==> src/rtl/rr_mux_reg.sv <==
// rr_mux_reg: registered N-to-1 multiplexer with valid/ready on every input
// and on the output. MODE=0 arbitrates round-robin among valid inputs,
// MODE=1 forwards only the channel named by SEL. One-entry output register,
// one-cycle latency, full throughput when the consumer is always ready.
module rr_mux_reg #(
  parameter int WIDTH = 32,
  parameter int N     = 4,
  parameter int SEL_W = 2
) (
  input  logic               CLK,
  input  logic               RST,
  input  logic               MODE,
  input  logic [SEL_W-1:0]   SEL,
  input  logic [N-1:0]       IN_VALID,
  input  logic [N*WIDTH-1:0] IN_DATA,
  output logic [N-1:0]       IN_READY,
  output logic               OUT_VALID,
  output logic [WIDTH-1:0]   OUT_DATA,
  output logic [SEL_W-1:0]   OUT_SRC,
  input  logic               OUT_READY
);

  logic [SEL_W-1:0] ptr;
  logic             load;
  logic             xfer;
  logic             found;
  logic [SEL_W-1:0] gidx;
  logic             hi_found;
  logic             lo_found;
  logic [SEL_W-1:0] hi_idx;
  logic [SEL_W-1:0] lo_idx;
  logic [WIDTH-1:0] gdata;

  // The register takes a new word when empty or being drained this cycle.
  assign load = !OUT_VALID || OUT_READY;
  assign xfer = found && load;

  // Grant search. Round-robin is split into two priority scans: the lowest
  // valid index at or above ptr wins, otherwise the lowest valid index
  // overall, which is the wrap-around part of the circular search.
  always_comb begin
    hi_found = 1'b0;
    lo_found = 1'b0;
    hi_idx   = '0;
    lo_idx   = '0;
    found    = 1'b0;
    gidx     = '0;
    for (int i = N - 1; i >= 0; i--) begin
      if (IN_VALID[i]) begin
        lo_found = 1'b1;
        lo_idx   = SEL_W'(i);
        if (SEL_W'(i) >= ptr) begin
          hi_found = 1'b1;
          hi_idx   = SEL_W'(i);
        end
      end
    end
    if (MODE) begin
      // An out-of-range SEL matches no channel, so it never grants.
      for (int i = 0; i < N; i++) begin
        if (SEL == SEL_W'(i) && IN_VALID[i]) begin
          found = 1'b1;
          gidx  = SEL_W'(i);
        end
      end
    end else begin
      found = lo_found;
      gidx  = hi_found ? hi_idx : lo_idx;
    end
  end

  // Decode the winner into the ready vector and select its data word.
  // Ready is held low while reset is asserted.
  always_comb begin
    IN_READY = '0;
    gdata    = '0;
    for (int i = 0; i < N; i++) begin
      if (gidx == SEL_W'(i)) begin
        gdata       = IN_DATA[i*WIDTH +: WIDTH];
        IN_READY[i] = found && load && RST;
      end
    end
  end

  // Output register and round-robin pointer.
  always_ff @(posedge CLK or negedge RST) begin
    if (!RST) begin
      OUT_VALID <= 1'b0;
      OUT_DATA  <= '0;
      OUT_SRC   <= '0;
      ptr       <= '0;
    end else if (xfer) begin
      OUT_VALID <= 1'b1;
      OUT_DATA  <= gdata;
      OUT_SRC   <= gidx;
      if (!MODE) begin
        ptr <= (int'(gidx) == N - 1) ? '0 : gidx + 1'b1;
      end
    end else if (OUT_READY) begin
      OUT_VALID <= 1'b0;
    end
  end

endmodule

==> config.mk <==
export PLATFORM = sky130hd
export DESIGN_NAME = rr_mux_reg
export DESIGN_NICKNAME = d
export VERILOG_FILES = /design/src/rtl/rr_mux_reg.sv
export SDC_FILE = /design/constraint.sdc
export NUM_CORES = 1
export LEC_CHECK = 0
export CAP_MARGIN = 5
export CELL_PAD_IN_SITES_DETAIL_PLACEMENT = 2
export CELL_PAD_IN_SITES_GLOBAL_PLACEMENT = 2
export CORE_UTILIZATION = 21
export CTS_BUF_LIST = sky130_fd_sc_hd__clkbuf_8
export CTS_CLUSTER_SIZE = 16
export DETAILED_ROUTE_END_ITERATION = 8
export GPL_TIMING_DRIVEN = 0
export PLACE_DENSITY = 0.94
export SKIP_LAST_GASP = 1
export SYNTH_ARGS = -nofsm -noshare
export SYNTH_HDL_FRONTEND = slang
export SYNTH_SLANG_ARGS = --single-unit
==> constraint.sdc <==
create_clock -name CLK -period 5.7 [get_ports CLK]
set_input_delay 0.57 -clock CLK [delete_from_list [all_inputs] [get_ports CLK]]
set_output_delay 0.57 -clock CLK [all_outputs]
set_load 0.02 [all_outputs]
; Word level (Yosys, flattened, before mapping)
; Cells that the tools add are included.
[word_totals]
regBits = 37
input_bits = 138
out_inout_bits = 39
word_cells = 74
[op_classes]
addsub = 1
order_cmp = 4
n_eq_ne = 7
muxes = 45
bitwise = 1
reduce_logical = 12
[ops]
columns = cell, n
row1 = 32-bit two-way mux, 4
row2 = 2-bit two-way mux, 17
row3 = 1-bit two-way mux, 24
row4 = 2-bit == test (second input constant), 4
row5 = 2-bit by 1-bit == test with 1-bit output (second input constant), 3
row6 = 1-bit logical AND, 6
row7 = 1-bit by 2-bit greater-or-equal comparator with 1-bit output (first input constant), 2
row8 = 2-bit greater-or-equal comparator (first input constant), 2
row9 = 2-bit logical NOT, 2
row10 = 2-bit by 1-bit adder with 2-bit output (second input constant), 1
row11 = 2-bit AND reduction, 1
row12 = 2-bit nonzero test, 1
row13 = 1-bit logical NOT, 1
row14 = 1-bit logical OR, 1
row15 = 1-bit NOT, 1

; Longest topological paths before layout
; Gate-level depths: netlist of the first run.
[depth]
word_depth = 16
mapped_depth = 12
ltp_nobuf = 9

; Worst setup path after synthesis of the first run
; No wires, ideal clock.
[synth_path]
path_kind = input to output
from = input port SEL[1]
to = output port IN_READY[2]
arrival_ns = 2.272
setup_slack_ns = 2.858
cell_stages = 7
path_buffers = 2
cell_sequence = mux2_2 > and3_1 > a21oi_1 > ha_1 > clkbuf_1 > clkbuf_1 > and3_1
[synth_between]
elab_chain_cells = 10
word_cells_on_any_way = 21
classes_between = 4 x eq/ne / 10 x mux / 7 x reduce/logical
[synth_lines]
columns = element, line
row1 = start: declaration, 13  ; input logic [SEL_W-1:0] SEL,
row2 = 2-bit logical NOT, 61  ; if (SEL == SEL_W'(i) && IN_VALID[i]) begin
row3 = 1-bit logical AND, 61
row4 = 1-bit two-way mux (4 in a row), 61
row5 = 1-bit two-way mux, 58  ; if (MODE) begin
row6 = 1-bit logical AND (2 in a row), 80  ; IN_READY[i] = found && load && RST;
row7 = 1-bit two-way mux *, 78  ; if (gidx == SEL_W'(i)) begin
row8 = end: declaration, 16  ; output logic [N-1:0] IN_READY,
; Mark *: on every way between the ends. The rest lies on a longest branch, timed or not.

; Final worst setup path of the first run
[layout_path]
from = input port IN_VALID[3]
to = output port IN_READY[3]
[layout_between]
elab_chain_cells = 11
word_cells_on_any_way = 32
classes_between = 1 x eq/ne / 28 x mux / 3 x reduce/logical
[layout_lines]
columns = element, line
row1 = start: declaration, 14  ; input logic [N-1:0] IN_VALID,
row2 = 2-bit two-way mux / 1-bit two-way mux (equally long branches), 49  ; if (IN_VALID[i]) begin
row3 = 2-bit two-way mux / 1-bit two-way mux (equally long branches), 52  ; if (SEL_W'(i) >= ptr) begin
row4 = 2-bit two-way mux / 1-bit two-way mux (equally long branches), 49
row5 = 2-bit two-way mux / 1-bit two-way mux (equally long branches), 52
row6 = 2-bit two-way mux / 1-bit two-way mux (equally long branches), 49
row7 = 2-bit two-way mux / 1-bit two-way mux (equally long branches), 52
row8 = 2-bit two-way mux / 1-bit two-way mux (equally long branches), 49
row9 = 2-bit two-way mux, 68  ; gidx = hi_found ? hi_idx : lo_idx;
row10 = 2-bit two-way mux *, 58
row11 = via gidx[0], 27  ; logic [SEL_W-1:0] gidx;
row12 = 2-bit == test *, 78
row13 = 1-bit two-way mux *, 78
; Mark *: on every way through the listed nets, which the timed path passes. The rest lies on a longest branch.

==> results of run 1 <==
cell type report:
class,instances,area (sq um),share of cell area [%]
inverter,5,18.8,0.399
clock inverter,2,33.8,0.718
clock buffer,6,82.6,1.75
timing repair buffer,176,1770,37.5
sequential,37,926,19.7
multi-input combinational,205,1560,33.1
tap,168,210,4.47
buffer,25,110,2.34
routing by layer:
metal | vias up | global-route usage, %
met5 | - | 0
met4 | 0 | 6.40
met3 | 17 | 4.30
met1 | 1458 | 22.3
met2 | 112 | 37.9
li1 | 1392 | -
cell usage in the layout (no fill, tap or decap), types with 3 or more instances in the layout:
cell | synthesis | final
a21oi_1 | 4 | 4
a221oi_1 | 32 | 32
and3_1 | 5 | 5
clkbuf_1 | 22 | 22
clkbuf_8 | 0 | 6
clkdlybuf4s50_1 | 0 | 174
dfrtp_1 | 37 | 37
ha_1 | 4 | 4
inv_1 | 5 | 6
mux2_1 | 25 | 25
mux2_2 | 9 | 9
mux2i_1 | 3 | 3
nand2_1 | 35 | 35
nor2b_1 | 33 | 33
o21ai_0 | 6 | 6
o31ai_1 | 31 | 31
state kept, by name (all words and copies together) (netlist names):
register   cells
OUT_VALID      1
OUT_DATA      32
ptr            2
OUT_SRC        2
cell families (layout without fill, tap and decap cells):
| group | count (synthesis) | count (layout) | synth area share (%) |
|---|---|---|---|
| compound gates | 79 | 79 | 24.1 |
| simple gates | 84 | 84 | 16.9 |
| flops | 37 | 37 | 35.4 |
| fa+ha+maj | 4 | 4 | 1.91 |
| buf+inv | 30 | 214 | 4.93 |
| mux | 38 | 38 | 16.7 |
cell usage after synthesis, drive strengths merged, types with 5 or more instances:
library cell  instances  share of area, %
o31ai                31               8.9
mux2                 34                15
o21ai                 6               1.1
a221oi               32                11
and3                  5               1.2
inv                   5              0.72
dfrtp                37                35
nor2b                33               7.9
nand2                35               5.0
clkbuf               22               3.2
worst min path at each step:
stage	start	end	slack (ns)	depth (start not counted)
final	RST	OUT_DATA[16]	0.08	1
after global routing	RST	OUT_DATA[16]	0.07	1
after CTS	RST	OUT_DATA[16]	0.06	1
after detailed placement	RST	OUT_DATA[16]	0.40	1
after global placement	OUT_DATA[15]	OUT_DATA[15]	0.47	1
after floorplan	RST	OUT_DATA[0]	0.27	0
critical path, cell delays in order:
cell and delay [ns]:
clkdlybuf4s50_1 0.60, mux2i_1 0.11, a221oi_1 0.40, a21oi_1 0.22, inv_1 0.13, ha_1 0.17, clkbuf_1 0.46, clkbuf_1 0.50
and3_1 0.24, clkdlybuf4s50_1 0.61
where the power goes:
| part | switching (uW) | internal (uW) | leakage, uW |
|---|---|---|---|
| sequential | 70.5 | 383 | 0.000450 |
| combinational | 498 | 495 | 0.00127 |
| clock | 99.1 | 141 | 0.0000626 |
per-stage QoR:
step / total power [uW] / area [sq um] / cells
6_report: 1690 / 4710 / 624
3_5_place_dp: 1460 / 4590 / 616
4_1_cts: 1720 / 4710 / 624
5_1_grt: 1790 / 4710 / 624
3_3_place_gp: 1410 / 4580 / 615
2_1_floorplan: 958 / 2610 / 272
==> out/metrics.yaml, run 1 <==
place:
  pre_cts_ws_ns: 1.04
  io_buffer_count: 175
  dp_hpwl_mm: 10.2
  place.gp.congestion: 0.878
critical_path:
  cp.arrival_ns: 4.03
  setup.worst_path.start: "IN_VALID[3]"
  r2r_end: "OUT_DATA[16]"
  worst-r2r-cell-count: 11
  rr_startpoint: "ptr[1]"
  endpoint: "IN_READY[3]"
  critPathKind: "in2out"
  worstPathRequired_ns: 5.13
  critPathLaunchType: "input pin"
  endpoint_kind: "output pin"
  timing.reg2reg.setup_slack_ns: 2.33
  cp_max_fo: 10
floorplan:
  die_height_um: 114
  start_util_pct: 21.7
  area_of_the_die_sq_mm: 0.0129
  die-width_um: 114
  io_pins: 177
  num_rows: 40
  core_sq_mm: 0.0121
logic_synthesis:
  post_synth_inst_count: 272
  async_set_or_reset_flop_fraction_in_the_synthesized_netlist_pct: 100
  postSynthRegisterBits: 37
  yosysWarningCount: 0
  syn-num-nets: 414
  avgSynthCellArea_sq_um: 9.61
  synth-edff-count: 0
  dominant_synthesized_flop_cell: "dfrtp_1"
  synthDistinctLibCells: 30
  sequential_share_of_the_synthesized_area_pct: 35.4
  post_synthesis_instance_area_sq_mm: 0.00261
detailed_routing:
  drt_pre_antenna_iters: 4
  detailedRoute.firstIterationViolations: 83
  detailroute.wirelength.met3_um: 791
  vias: 2979
  average_vias_per_placed_instance: 4.77
  wl_met2_mm: 6.55
  final_antenna_net_count: 0
  wl_met1_mm: 5.10
  route.detailed.drc: 0
  avgRoutedWirePerCell_um: 20.4
  routed_wirelength_mm: 12.7
  top_signal_layer_used: "met4"
sta:
  timing_max_transition_violations_final: 0
  hold_slack_ns: 0.0789
  rel_slew_slack_pct: 56.8
  rsz0062_at_grt: "no"
  post-route-min-period_ns: 4.60
  post_layout_worst_setup_margin_ns: 1.10
  finalHoldViolations: 0
  worst_slew_pin_slew_ns: 0.648
  min_period_over_period_pct: 80.6
  achievable-frequency_mhz: 218
  finalSetupViolCount: 0
  clock_skew_ns: 0.00785
  post_route_setup_tns_ns: 0
grt:
  grt_pass1_wl_mm: 19.6
  largest_net_degree_at_the_start_of_global_routing: 39
  antenna_violations_before_repair: 0
  first_global_vias: 3508
  gr-total-overflow: 0
  grtUsageTotal_pct: 20.1
cts:
  tritoncts.num_buffers: 5
  cts_post_setup_buffers_inserted: 0
  cell_at_the_root_of_the_clock_tree: "clkbuf_8"
  worstSkewPairLatency_ns: 0.30
  clock_sink_count: 37
  postCtsHoldBufs: 0
  clock_tree.htree_level_count: 2
  clock_tree_from_tritoncts: "built"
  clk_pin_slew_worst_paths_ns: 0.08
  ctsLongestPathBuffers: 2
  post_cts_resized: 0
pwr:
  power_density_mw_per_mm2: 358
  total_leakage_power_uw: 0.00178
  worst_ir_drop_vdd_uv: 132
cells_and_area:
  finish.net_count: 597
  filler_cell_count: 1338
  num_antenna_cells: 0
  utilization_pct: 39.0
  area.growth.synth_to_final_pct: 80.1
  layout_cells_sized_above_1_pct: 5.70
min_path:
  worstHoldPathType: "in2async"
flow_run:
  maxCapViolations: 0
outcome:
  run_status: "finished, final reports clean"
(Power assumes the default switching activity.)
==> inputs of run 2 (changes only) <==
--- a/config.mk
+++ b/config.mk
@@ -8,12 +8,12 @@
 export CAP_MARGIN = 5
 export CELL_PAD_IN_SITES_DETAIL_PLACEMENT = 2
 export CELL_PAD_IN_SITES_GLOBAL_PLACEMENT = 2
-export CORE_UTILIZATION = 21
+export CORE_UTILIZATION = 20
 export CTS_BUF_LIST = sky130_fd_sc_hd__clkbuf_8
 export CTS_CLUSTER_SIZE = 16
 export DETAILED_ROUTE_END_ITERATION = 8
 export GPL_TIMING_DRIVEN = 0
-export PLACE_DENSITY = 0.94
+export PLACE_DENSITY = 0.91
 export SKIP_LAST_GASP = 1
 export SYNTH_ARGS = -nofsm -noshare
 export SYNTH_HDL_FRONTEND = slang
==> constraint.sdc (replaced) <==
create_clock -name CLK -period 4.3 [get_ports CLK]
set_input_delay 0.43 -clock CLK [delete_from_list [all_inputs] [get_ports CLK]]
set_output_delay 0.43 -clock CLK [all_outputs]
set_load 0.02 [all_outputs]
==> out/metrics.yaml, run 2 (synthesis results as in run 1) <==
outcome:
  run_status: "finished, final reports clean"  # unchanged
critical_path:
  crit_path_cell_trace: "clkdlybuf4s50_1 > mux2_2 > and3_1 > a21oi_1 > ha_1 > clkbuf_1 > clkbuf_2 > and3_1 > clkdlybuf4s50_1"  # was clkdlybuf4s50_1 > mux2i_1 > a221oi_1 > a21oi_1 > inv_1 > ha_1 > clkbuf_1 > clkbuf_1 > and3_1 > clkdlybuf4s50_1
  critPathLaunchType: "input pin"  # unchanged
  cp_max_fo: 10  # unchanged
  endpoint_kind: "output pin"  # unchanged
  cp.arrival_ns: 3.62  # was 4.03 ns
  worst_path_dominant_cell_family: "buffers and inverters"  # unchanged
  critPathBufInv: 4  # was 5
  worstPathRequired_ns: 3.87  # was 5.13 ns
  slowest_delay_ns: 0.62  # was 0.61 ns
  crit_path_top_delay_cell: "clkdlybuf4s50_1"  # unchanged
  critPathKind: "in2out"  # unchanged
detailed_routing:
  final_antenna_net_count: 0  # unchanged
  detailedRoute.firstIterationViolations: 82  # was 83
  vias: 2985  # was 2979
  drt_pre_antenna_iters: 4  # unchanged
  route.detailed.drc: 0  # unchanged
  avgRoutedWirePerCell_um: 20.5  # was 20.4 um
  average_vias_per_placed_instance: 4.76  # was 4.77
  routed_wirelength_mm: 12.8  # was 12.7 mm
sta:
  achievable-frequency_mhz: 247
  post-route-min-period_ns: 4.05
  timing_max_transition_violations_final: 0  # unchanged
  worst_slew_pin_slew_ns: 0.619  # was 0.648 ns
  finalSetupViolCount: 0  # unchanged
  rsz0062_at_grt: "no"  # unchanged
  finalHoldViolations: 0  # unchanged
  min_period_over_period_pct: 94.3
  clock_skew_ns: 0.00793  # was 0.00785 ns
  rel_slew_slack_pct: 58.7  # was 56.8%
  post_route_setup_tns_ns: 0  # unchanged
pwr:
  power.sequential.fraction_pct: 27.7  # was 26.9%
  power_frac_comb_pct: 61.1  # was 58.9%
  power_switching_uw: 888  # was 668 uW
  post-layout-total-power_uw: 2160  # was 1690 uW
  total_leakage_power_uw: 0.00177  # was 0.00178 uW
  clock_power_share_pct: 11.2  # was 14.2%
  power_density_mw_per_mm2: 462  # was 358 mW/mm^2
  worst_ir_drop_vdd_uv: 110  # was 132 uV
  p_int_uw: 1280  # was 1020 uW
  sw_frac_of_total_pct: 41.0  # was 39.6%
grt:
  grt_pass1_wl_mm: 19.3  # was 19.6 mm
  largest_net_degree_at_the_start_of_global_routing: 40  # was 39
  grtUsageTotal_pct: 19.2  # was 20.1%
  first_global_vias: 3482  # was 3508
  antenna_violations_before_repair: 0  # unchanged
  gr-total-overflow: 0  # unchanged
floorplan:
  area_of_the_die_sq_mm: 0.0135  # was 0.0129 sq mm
  core_sq_mm: 0.0127  # was 0.0121 sq mm
  die-width_um: 116  # was 114 um
  io_pins: 177  # unchanged
  start_util_pct: 20.6  # was 21.7%
  die_height_um: 116  # was 114 um
  num_rows: 41  # was 40
cts:
  tritoncts.num_buffers: 5  # unchanged
  clock_tree.htree_level_count: 2  # unchanged
  worstSkewPairLatency_ns: 0.30  # about the same
  clk_pin_slew_worst_paths_ns: 0.08  # about the same
  clock_sink_count: 37  # unchanged
  clock_tree_from_tritoncts: "built"  # unchanged
  cell_at_the_root_of_the_clock_tree: "clkbuf_8"  # unchanged
  cts_post_setup_buffers_inserted: 0  # unchanged
  ctsLongestPathBuffers: 2  # unchanged
cells_and_area:
  largest_register_ffs: 32  # unchanged
  regMostFlops: "OUT_DATA"  # unchanged
  filler_cell_count: 1426  # was 1338
  finish.instance_area_sq_mm: 0.00468  # was 0.00471 sq mm
  area.growth.synth_to_final_pct: 79.2  # was 80.1%
  mostFrequentLayoutCells: "clkdlybuf4s50_1, dfrtp_1, nand2_1"  # unchanged
  num_antenna_cells: 0  # unchanged
  most_frequent_standard_cell_in_the_layout_excluding_fill_and_tap_cells: "clkdlybuf4s50_1"  # unchanged
  finish.net_count: 596  # was 597
  layout_top_registers: "OUT_DATA x32, OUT_SRC x2, ptr x2"  # unchanged
  layout_cells_sized_above_1_pct: 6.15  # was 5.70%
  multiInputGateArea_sq_mm: 0.00156  # about the same
  flip_flop_and_latch_area_sq_um: 926  # unchanged
  layoutNonFillerInstCount: 627  # was 624
place:
  place.gp.congestion: 0.848  # was 0.878
  io_buffer_count: 175  # unchanged
  dpl-instance-area_sq_mm: 0.00460  # was 0.00459 sq mm
  dp_hpwl_mm: 10.3  # was 10.2 mm
  dp.cells: 620  # was 616
flow_run:
  maxCapViolations: 0  # unchanged
min_path:
  worstHoldPathType: "in2async"  # unchanged
-- run 2: what timing repair did --
| item | 4_1_cts | 5_1_grt |
|---|---|---|
| resized for setup | 0 | 3 |
| endpoints found under the setup margin | 1 | 3 |
| endpoints found under the hold margin | 2 | 0 |
| pin swaps | 0 | 0 |
| hold buffers | 1 | 0 |
| gates cloned | 0 | 0 |
-- run 2: cell type report --
cell class	count	area share, %
plain buffers	23	2.22
clock buffers	5	1.47
clock inverters	3	0.294
inverters	5	0.401
multi-input cells	205	33.3
flip-flops and latches	37	19.8
well taps	172	4.59
repair buffers	177	37.9
-- run 2: metal layers --
| layer | GRT usage, % | up-vias | wire length, um |
|---|---|---|---|
| met5 | 0 | - | 0 |
| met4 | 4.02 | 0 | 176 |
| met3 | 4.83 | 12 | 872 |
| met2 | 37.3 | 95 | 6970 |
| met1 | 20.6 | 1489 | 4830 |
| li1 | - | 1389 | - |
-- run 2: metrics by stage --
step                      utilization [%]  hold slack [ns]  setup WS [ns]
final                                37.0            0.472          0.246
after global routing                 37.0            0.473         0.0436
after CTS                            37.0            0.466         0.0564
after detailed placement             36.3            0.242        -0.0343
after global placement               36.2            0.468         0.0660
after floorplan                         -            0.134           1.70
-- run 2: power groups by stage --
| stage | clock [uW] | combinational [uW] | sequential (uW) |
|---|---|---|---|
| after floorplan | 0 | 489 | 780 |
| after global placement | 0 | 1280 | 592 |
| after detailed placement | 0 | 1330 | 610 |
| after CTS | 258 | 1340 | 602 |
| after global routing | 268 | 1420 | 618 |
| final | 243 | 1320 | 600 |
-- run 2: final timing paths --
kind                              start  slack [ns]            to  cells past startpoint
setup / recovery                 SEL[1]        0.25   IN_READY[2]                      9
hold / removal                      RST        0.47  OUT_DATA[12]                      2
setup reg to reg                 ptr[1]        0.98  OUT_DATA[20]                     10
hold reg to reg            OUT_DATA[29]        0.49  OUT_DATA[29]                      1
max in group asynchronous           RST        3.40     OUT_VALID                      3
min in group CLK           OUT_DATA[29]        0.49  OUT_DATA[29]                      1
==> RTL edit (settings of run 2) <==
Set the parameter `SEL_W` to 1 (it was 2).
--- a/src/rtl/rr_mux_reg.sv
+++ b/src/rtl/rr_mux_reg.sv
@@ -6,5 +6,5 @@
   parameter int WIDTH = 32,
   parameter int N     = 4,
-  parameter int SEL_W = 2
+  parameter int SEL_W = 1
 ) (
   input  logic               CLK,
Interface: changed (resized OUT_SRC and SEL); port bits go from 177 to 175. No check against the original RTL was run, so the function may have changed too.
==> RTL edit against run 2 <==
  * Core utilization is 1.2 points lower
  * Sequential cell count is 2 lower
  * Worst setup slack improved by 530 ps
  * Area after synthesis fell by 30%
  * Wire length is 40% lower
  * Largest power group unchanged
  * Total power is 47% lower
  * Sequential power fell by 28%
  * Highest routed layer unchanged
  * Final area decreased by 33%
  * Critical path depth shrank 1
==> RTL edit: results (changes against run 2) <==
* Leading post-synthesis cells by cell area: dfrtp_1 48%, a31oi_1 11%, nand3_1 8.8%, o21ai_1 8.2%, nor2_1 7.4%
* GR Layer Usage met1 at 0.2019 (-0.003933)
* Peak VDD IR at 0.1006 mV (-8.3%)
* Worst EP arrival at 3090 ps (-530 ps)
* Grt met2 use at 0.3093 (-0.06387)
* Reg area at 875.8 um2 (-5.4%)
* Area after DPL at 3052 um2 (-34%)
* DRT Pass-1 Iters at 4 (unchanged)
* FF-to-FF setup slack at 2490 ps (+1510 ps)
* DR iter-0 viols at 35 (-57%)
* Max transition margin at 0.4288 (-0.1585)
* Metal2 WL at 4043 um (-42%)
* Final net count at 461 (-23%)
* Top layer reached by signal wires: met4
* Port Buf Inserts at 110 (-37%)
* Post-Route M1 WL at 3195 um (-34%)
* Setup ws final at 775.8 ps (+529.6 ps)
* Vias in the first global route at 2469 (-29%)
* WHS at 259.8 ps (-211.9 ps)
* Netlist cell types at 26 (-13%)
* Synth Area per Inst at 8.795 um2 (-8.5%)
* Worst Skew at 2.877 ps (-5.051 ps)
* Largest net degree at the start of global routing at 37 (-7.5%)
* Top FF cell, synth: dfrtp_1
* GP Congestion at 0.6674 (-21%)
* Slowest cell delay on critical path at 590 ps (-30 ps)
* Leakage power at 1.213 nW (-31%)
* GRT Util Overall at 0.1687 (-0.02290)
* Place WS at 700.9 ps (+735.3 ps)
* First-pass GRT wire length at 12760 um (-34%)
* # fillers at 985 (-31%)
* CP endpoint: IN_READY[2]
* Commonest cells post-synth: 36 x nor2_1, 35 x dfrtp_1, 32 x a31oi_1, 32 x nand3_1, 30 x o21ai_1
* Worst reg-to-reg path cell count at 5 (-5)
* Latest clock arrival within the worst-skew pair at 280 ps (-20 ps)
* R2r endpoint: OUT_DATA[2]
* Sw frac at 0.3504 (-0.05980)
* Sequential share of the synthesized area at 0.4811 (+0.1269)
* Status: completed
* HPWL after DPL at 5888 um (-43%)
* Layout cell share with drive strength beyond 1 at 0.09231 (+0.03077)
* Reg2reg start: OUT_VALID
* Syn Nets at 344 (-17%)
* Vias at 2067 (-31%)
* Wire length on met3 at 399 um (-54%)
## RTL edit: power groups by stage
stage / logic, mW / clock network (mW) / registers (mW)
final: 0.482 / 0.227 / 0.431
after global routing: 0.520 / 0.253 / 0.440
after CTS: 0.491 / 0.239 / 0.432
after detailed placement: 0.489 / 0 / 0.439
after global placement: 0.473 / 0 / 0.433
after floorplan: 0.152 / 0 / 0.509
## RTL edit: logic make-up (layout without fill, tap and decap cells)
group                  after synthesis  after routing  synth area share
multiplexers                         1              1          0.006185
flip-flops                          35             35            0.4811
AO/OA/AOI/OAI                       70             70            0.2309
AND/OR/NAND/NOR                     79             79            0.2082
buffers and inverters               22            140           0.07354
## RTL edit: final cells by class
class / instances / share of cell area
repair buffers: 110 / 0.3498
flip-flops and latches: 35 / 0.2796
multi-input cells: 150 / 0.2588
well taps: 108 / 0.04313
plain buffers: 22 / 0.04273
clock buffers: 5 / 0.02196
clock inverters: 3 / 0.003994
